--- src/rtl/cpu_run_ctrl.sv ---
// cpu_run_ctrl: run/step scheduler for the adding CPU.
// Turns host commands (single step, run N instructions, run to a PC breakpoint)
// into cpu_step pulses and a cpu_en level. It watches cpu_idle and cpu_pc,
// counts retired instructions and reports why each command stopped.
//
// Ports:
//   clk_in, reset              clock (rising edge) and synchronous active-high reset
//   cmd_valid/cmd_ready        command handshake; ready only while IDLE
//   cmd_op                     00 STEP, 01 RUN_N, 10 RUN_BP, 11 reserved
//   cmd_count, bp_addr         RUN_N count / RUN_BP breakpoint, latched at accept
//   halt_req                   stop after the instruction in flight (sticky)
//   cpu_idle, cpu_pc           CPU status inputs
//   cpu_step, cpu_en           CPU control outputs
//   busy, done, halt_reason    status; halt_reason valid from done to next accept
//   exec_count                 instructions retired since reset
module cpu_run_ctrl #(
  parameter int unsigned PC_W   = 6,
  parameter int unsigned CNT_W  = 8,
  parameter int unsigned EXEC_W = 16,
  parameter int unsigned TMO    = 16
) (
  input  logic              clk_in,
  input  logic              reset,
  input  logic              cmd_valid,
  output logic              cmd_ready,
  input  logic [1:0]        cmd_op,
  input  logic [CNT_W-1:0]  cmd_count,
  input  logic [PC_W-1:0]   bp_addr,
  input  logic              halt_req,
  input  logic              cpu_idle,
  input  logic [PC_W-1:0]   cpu_pc,
  output logic              cpu_step,
  output logic              cpu_en,
  output logic              busy,
  output logic              done,
  output logic [1:0]        halt_reason,
  output logic [EXEC_W-1:0] exec_count
);

  localparam int unsigned TW = $clog2(TMO + 1);
  localparam logic [TW-1:0] TMO_LAST = TW'(TMO - 1);

  typedef enum logic [2:0] {
    IDLE,
    ISSUE,
    WAIT_BUSY,
    WAIT_DONE,
    CHECK
  } state_e;

  typedef enum logic [1:0] {
    OP_STEP   = 2'b00,
    OP_RUN_N  = 2'b01,
    OP_RUN_BP = 2'b10,
    OP_RSV    = 2'b11
  } op_e;

  typedef enum logic [1:0] {
    R_COUNT   = 2'b00,
    R_BP      = 2'b01,
    R_ABORT   = 2'b10,
    R_TIMEOUT = 2'b11
  } reason_e;

  state_e             state_q, state_d;
  op_e                op_q;
  reason_e            reason_q, reason_d;
  logic [CNT_W-1:0]   rem_q;
  logic [PC_W-1:0]    bp_q;
  logic [TW-1:0]      timer_q;
  logic               halt_q;
  logic [EXEC_W-1:0]  exec_q;
  logic               done_q, done_d;
  logic               en_q;

  logic accept, retire, fault, timer_clr, timer_inc;

  // Next-state and event decode
  always_comb begin
    state_d   = state_q;
    reason_d  = reason_q;
    done_d    = 1'b0;
    accept    = 1'b0;
    retire    = 1'b0;
    fault     = 1'b0;
    timer_clr = 1'b0;
    timer_inc = 1'b0;
    unique case (state_q)
      IDLE: begin
        if (cmd_valid) begin
          accept = 1'b1;
          // Zero-length work finishes without touching the CPU
          if (cmd_op == OP_RSV || (cmd_op == OP_RUN_N && cmd_count == '0)) begin
            done_d   = 1'b1;
            reason_d = R_COUNT;
          end else begin
            state_d = ISSUE;
          end
        end
      end
      ISSUE: begin
        if (cpu_idle) begin
          timer_clr = 1'b1;
          state_d   = WAIT_BUSY;
        end else if (timer_q == TMO_LAST) begin
          fault = 1'b1;
        end else begin
          timer_inc = 1'b1;
        end
      end
      WAIT_BUSY: begin
        if (!cpu_idle) begin
          state_d = WAIT_DONE;
        end else if (timer_q == TMO_LAST) begin
          fault = 1'b1;
        end else begin
          timer_inc = 1'b1;
        end
      end
      WAIT_DONE: begin
        if (cpu_idle) begin
          retire  = 1'b1;
          state_d = CHECK;
        end
      end
      CHECK: begin
        if (op_q == OP_RUN_BP && cpu_pc == bp_q) begin
          done_d   = 1'b1;
          reason_d = R_BP;
          state_d  = IDLE;
        end else if (op_q != OP_RUN_BP && rem_q == '0) begin
          done_d   = 1'b1;
          reason_d = R_COUNT;
          state_d  = IDLE;
        end else if (halt_q) begin
          done_d   = 1'b1;
          reason_d = R_ABORT;
          state_d  = IDLE;
        end else begin
          timer_clr = 1'b1;
          state_d   = ISSUE;
        end
      end
      default: state_d = IDLE;
    endcase
    if (fault) begin
      done_d   = 1'b1;
      reason_d = R_TIMEOUT;
      state_d  = IDLE;
    end
  end

  always_ff @(posedge clk_in) begin
    if (reset) begin
      state_q  <= IDLE;
      op_q     <= OP_STEP;
      reason_q <= R_COUNT;
      rem_q    <= '0;
      bp_q     <= '0;
      timer_q  <= '0;
      halt_q   <= 1'b0;
      exec_q   <= '0;
      done_q   <= 1'b0;
      en_q     <= 1'b1;
    end else begin
      state_q  <= state_d;
      reason_q <= reason_d;
      done_q   <= done_d;
      if (accept) begin
        op_q    <= op_e'(cmd_op);
        rem_q   <= (cmd_op == OP_STEP) ? CNT_W'(1) : cmd_count;
        bp_q    <= bp_addr;
        halt_q  <= 1'b0;
        timer_q <= '0;
        en_q    <= 1'b1;
      end else begin
        if (state_q != IDLE) halt_q <= halt_q | halt_req;
        if (timer_clr)      timer_q <= '0;
        else if (timer_inc) timer_q <= timer_q + TW'(1);
      end
      if (fault) en_q <= 1'b0;
      if (retire) begin
        exec_q <= exec_q + EXEC_W'(1);
        if (op_q != OP_RUN_BP) rem_q <= rem_q - CNT_W'(1);
      end
    end
  end

  // Step is gated by the live idle flag so it can only ever last the single ISSUE cycle
  assign cpu_step    = (state_q == ISSUE) && cpu_idle;
  assign cmd_ready   = (state_q == IDLE);
  assign busy        = (state_q != IDLE);
  assign cpu_en      = en_q;
  assign done        = done_q;
  assign halt_reason = reason_q;
  assign exec_count  = exec_q;

endmodule

--- config.mk ---
export PLATFORM = sky130hd
export DESIGN_NAME = cpu_run_ctrl
export DESIGN_NICKNAME = d
export VERILOG_FILES = /design/src/rtl/cpu_run_ctrl.sv
export SDC_FILE = /design/constraint.sdc
export NUM_CORES = 1
export LEC_CHECK = 0
export CORE_UTILIZATION = 30
export CTS_CLUSTER_DIAMETER = 120
export DETAILED_ROUTE_END_ITERATION = 7
export SLEW_MARGIN = 25
export SYNTH_ARGS = -nofsm -noshare
export SYNTH_HDL_FRONTEND = slang
export SYNTH_SLANG_ARGS = --single-unit
--- constraint.sdc ---
create_clock -name clk_in -period 4.2 [get_ports clk_in]
set_input_delay 0.42 -clock clk_in [delete_from_list [all_inputs] [get_ports clk_in]]
set_output_delay 0.42 -clock clk_in [all_outputs]
set_load 0.01 [all_outputs]
==> results.cfg <==
[run_status]
outcome = completed

[pwr]
total_switching_power_mw = 0.311
p_leak_nw = 1.01
seq_power_share = 0.448
vdd_drop_max_uv = 184
pwr-share-clk = 0.314
swShare = 0.287
p_int_mw = 0.774
power.total_mw = 1.09
p_comb_frac = 0.238
powerDensity_mw_per_mm2 = 373

[global_route]
gr-total-overflow = 0
grt_pass1_vias = 1870
grt_usage = 0.142
grt_antenna_before_repair = 0
grt_max_degree = 22
grt_pass1_wl_um = 8630

[layout]
final_cell_mix = clkdlybuf4s50_1, dfxtp_1, nand2_1
antennaDiodeCount = 0
fin_nets = 344
drive_gt1_frac = 0.0479
syn_to_final_growth_pct = 30.5
final_common_cell = clkdlybuf4s50_1

[clock_network]
ctsLongestPathBuffers = 2
cts.clk_slew.worst_paths_ns = 0.08
cts_max_level = 2
numCtsBuffers = 5
cts_root_buf = clkbuf_8
post_cts_buffers = 0
clock_latency_ns = 0.30
holdBufCountCts = 0
cts_tree = done
cts_resized = 0
cts.sinks = 45

[sta]
hold_viol_final = 0
tightest_slew_ns = 0.773
drv_slew = 0
timing.final.crit_share = 0.597
fmax_ghz = 0.399
worst_slack_ns = 1.69
relSlewSlack = 0.483
layout_min_cycle_time_ns = 2.51
worst_clock_skew_ns = 0.00858
rsz0062_at_grt = no
finalSetupTns_ns = 0
setup_viol = 0

[min_path]
hp-start = halt_reason[0]
holdPathStages = 2
holdPathEnd = halt_reason[0]
hp-class = flop to flop

[synth]
synth_area_mm2 = 0.00223
synth_cell_types = 51
synth_nets = 300
async_flop_share = 0
yosys-top-cells-area = dfxtp_1, nand2_1, nor2_1
synth_seq_area_share = 0.404
synth.largest_area_cell = dfxtp_1
synth_seq_cells = 45
netlist_instances = 268
yosys_warnings = 0
synth-edff-count = 0
synth_top_area_share = 0.404
synth_area_per_cell_um2 = 8.32
ys.flop_type = dfxtp_1

[floorplan]
die_h_um = 88.2
die_x_um = 88.2
rows = 31
ios = 50
coreArea_mm2 = 0.00721
start_util = 0.309
die-area_mm2 = 0.00779

[detailed_routing]
detail-route-antenna-nets = 0
wl_um = 5290
dr_total_vias = 2057
route.met2.wl_um = 2400
via_per_inst = 4.99
post-route-drc-count = 0
wl_per_cell_um = 12.8
dr_wl_met3_um = 244
m1WireLength_um = 2570
drtIter0Drc = 72
routed.top_layer = met4
dr.pass1.iters = 4

[setup_path]
r2r_end = rem_q[3]
crit_fanout = 7
arrival_ns = 2.09
reg2reg_depth = 5
worstSetupPathType = primary input to output pin
cp.required_ns = 3.78
r2r-start = state_q[1]
cp-end-kind = output pin
cp-start-kind = primary input
reg2reg_slack_ns = 2.02

[placement]
pre_cts_slack_ns = 1.57
io_buffers = 49
dpl.hpwl_um = 3900
place_congestion = 0.879

[flow_run]
cap_violations = 0
cell families (layout without fill, tap and decap cells):
logic type / Yosys count / in the layout / share of synthesized area
compound gates: 54 / 54 / 0.155
xor+xnor: 22 / 22 / 0.0864
fa+ha+maj: 5 / 5 / 0.0280
buf+inv: 24 / 69 / 0.0449
flops: 45 / 45 / 0.404
mux: 3 / 3 / 0.0157
simple gates: 115 / 115 / 0.266
metrics by stage:
| stage | cells | hold WS, ns | cell area, um^2 | utilization |
|---|---|---|---|---|
| after global routing | 412 | 0.505 | 2910 | 0.403 |
| after global placement | 404 | 0.454 | 2790 | 0.387 |
| after CTS | 412 | 0.476 | 2910 | 0.403 |
| final | 412 | 0.468 | 2910 | 0.403 |
| after detailed placement | 404 | 0.464 | 2790 | 0.387 |
| after floorplan | 268 | 0.445 | 2230 | - |
worst max-delay path, stage by stage:
cell,delay (ns)
clkdlybuf4s50_1,0.58
inv_1,0.12
nor4b_1,0.34
clkdlybuf4s50_1,0.62
layout make-up:
class / instances / area, um^2
fillers: 754 / 4300
multi-input cells: 199 / 1230
flip-flops and latches: 45 / 901
repair buffers: 50 / 498
well taps: 99 / 124
clock buffers: 7 / 86.3
inverters: 11 / 41.3
clock inverters: 1 / 30.0
power by group through the flow:
| stage | combinational [mW] | sequential [mW] | clock, mW |
|---|---|---|---|
| after detailed placement | 0.258 | 0.496 | 0 |
| after global routing | 0.286 | 0.493 | 0.368 |
| after global placement | 0.256 | 0.496 | 0 |
| after CTS | 0.260 | 0.486 | 0.349 |
| final | 0.258 | 0.487 | 0.340 |
| after floorplan | 0.185 | 0.484 | 0 |
synth_stat cells, types with 2 or more instances:
cell type,number
dfxtp_1,45
nand2_1,34
nor2_1,28
a21oi_1,19
inv_1,11
xnor2_1,11
xor2_1,11
o21ai_0,10
clkbuf_1,9
nand4_1,8
nand3_1,7
nor4_1,6
ha_1,5
or3_1,5
a211oi_1,4
and3_1,4
nor3_1,4
a221oi_1,3
and2_1,3
a31oi_1,2
a32oi_1,2
and4_1,2
buf_2,2
buf_4,2
mux2i_1,2
nand4b_1,2
nor2b_1,2
o21a_1,2
sequential cells by signal, indices dropped and copies added (netlist names):
register and count:
cpu_en 1, op_q 2, halt_reason 2, bp_q 6, halt_q 1, exec_count 16
done 1, state_q 3, rem_q 8, timer_q 5
routing by layer:
| layer | track usage | vias to the layer above |
|---|---|---|
| met3 | 0.0326 | 9 |
| met2 | 0.230 | 50 |
| met5 | 0 | - |
| met4 | 0.0367 | 0 |
| met1 | 0.192 | 965 |
| li1 | - | 1033 |
worst max-delay path by stage:
stage | from | to | slack [ns] | depth (start not counted)
after global routing | cpu_idle | cpu_step | 1.57 | 4
after floorplan | timer_q[0] | timer_q[3] | 2.46 | 8
after global placement | cpu_idle | rem_q[3] | 1.61 | 6
after detailed placement | cpu_idle | rem_q[3] | 1.57 | 6
after CTS | cpu_idle | cpu_step | 1.69 | 4
final | cpu_idle | cpu_step | 1.69 | 4
No activity file was read; power rests on OpenSTA's default activity.
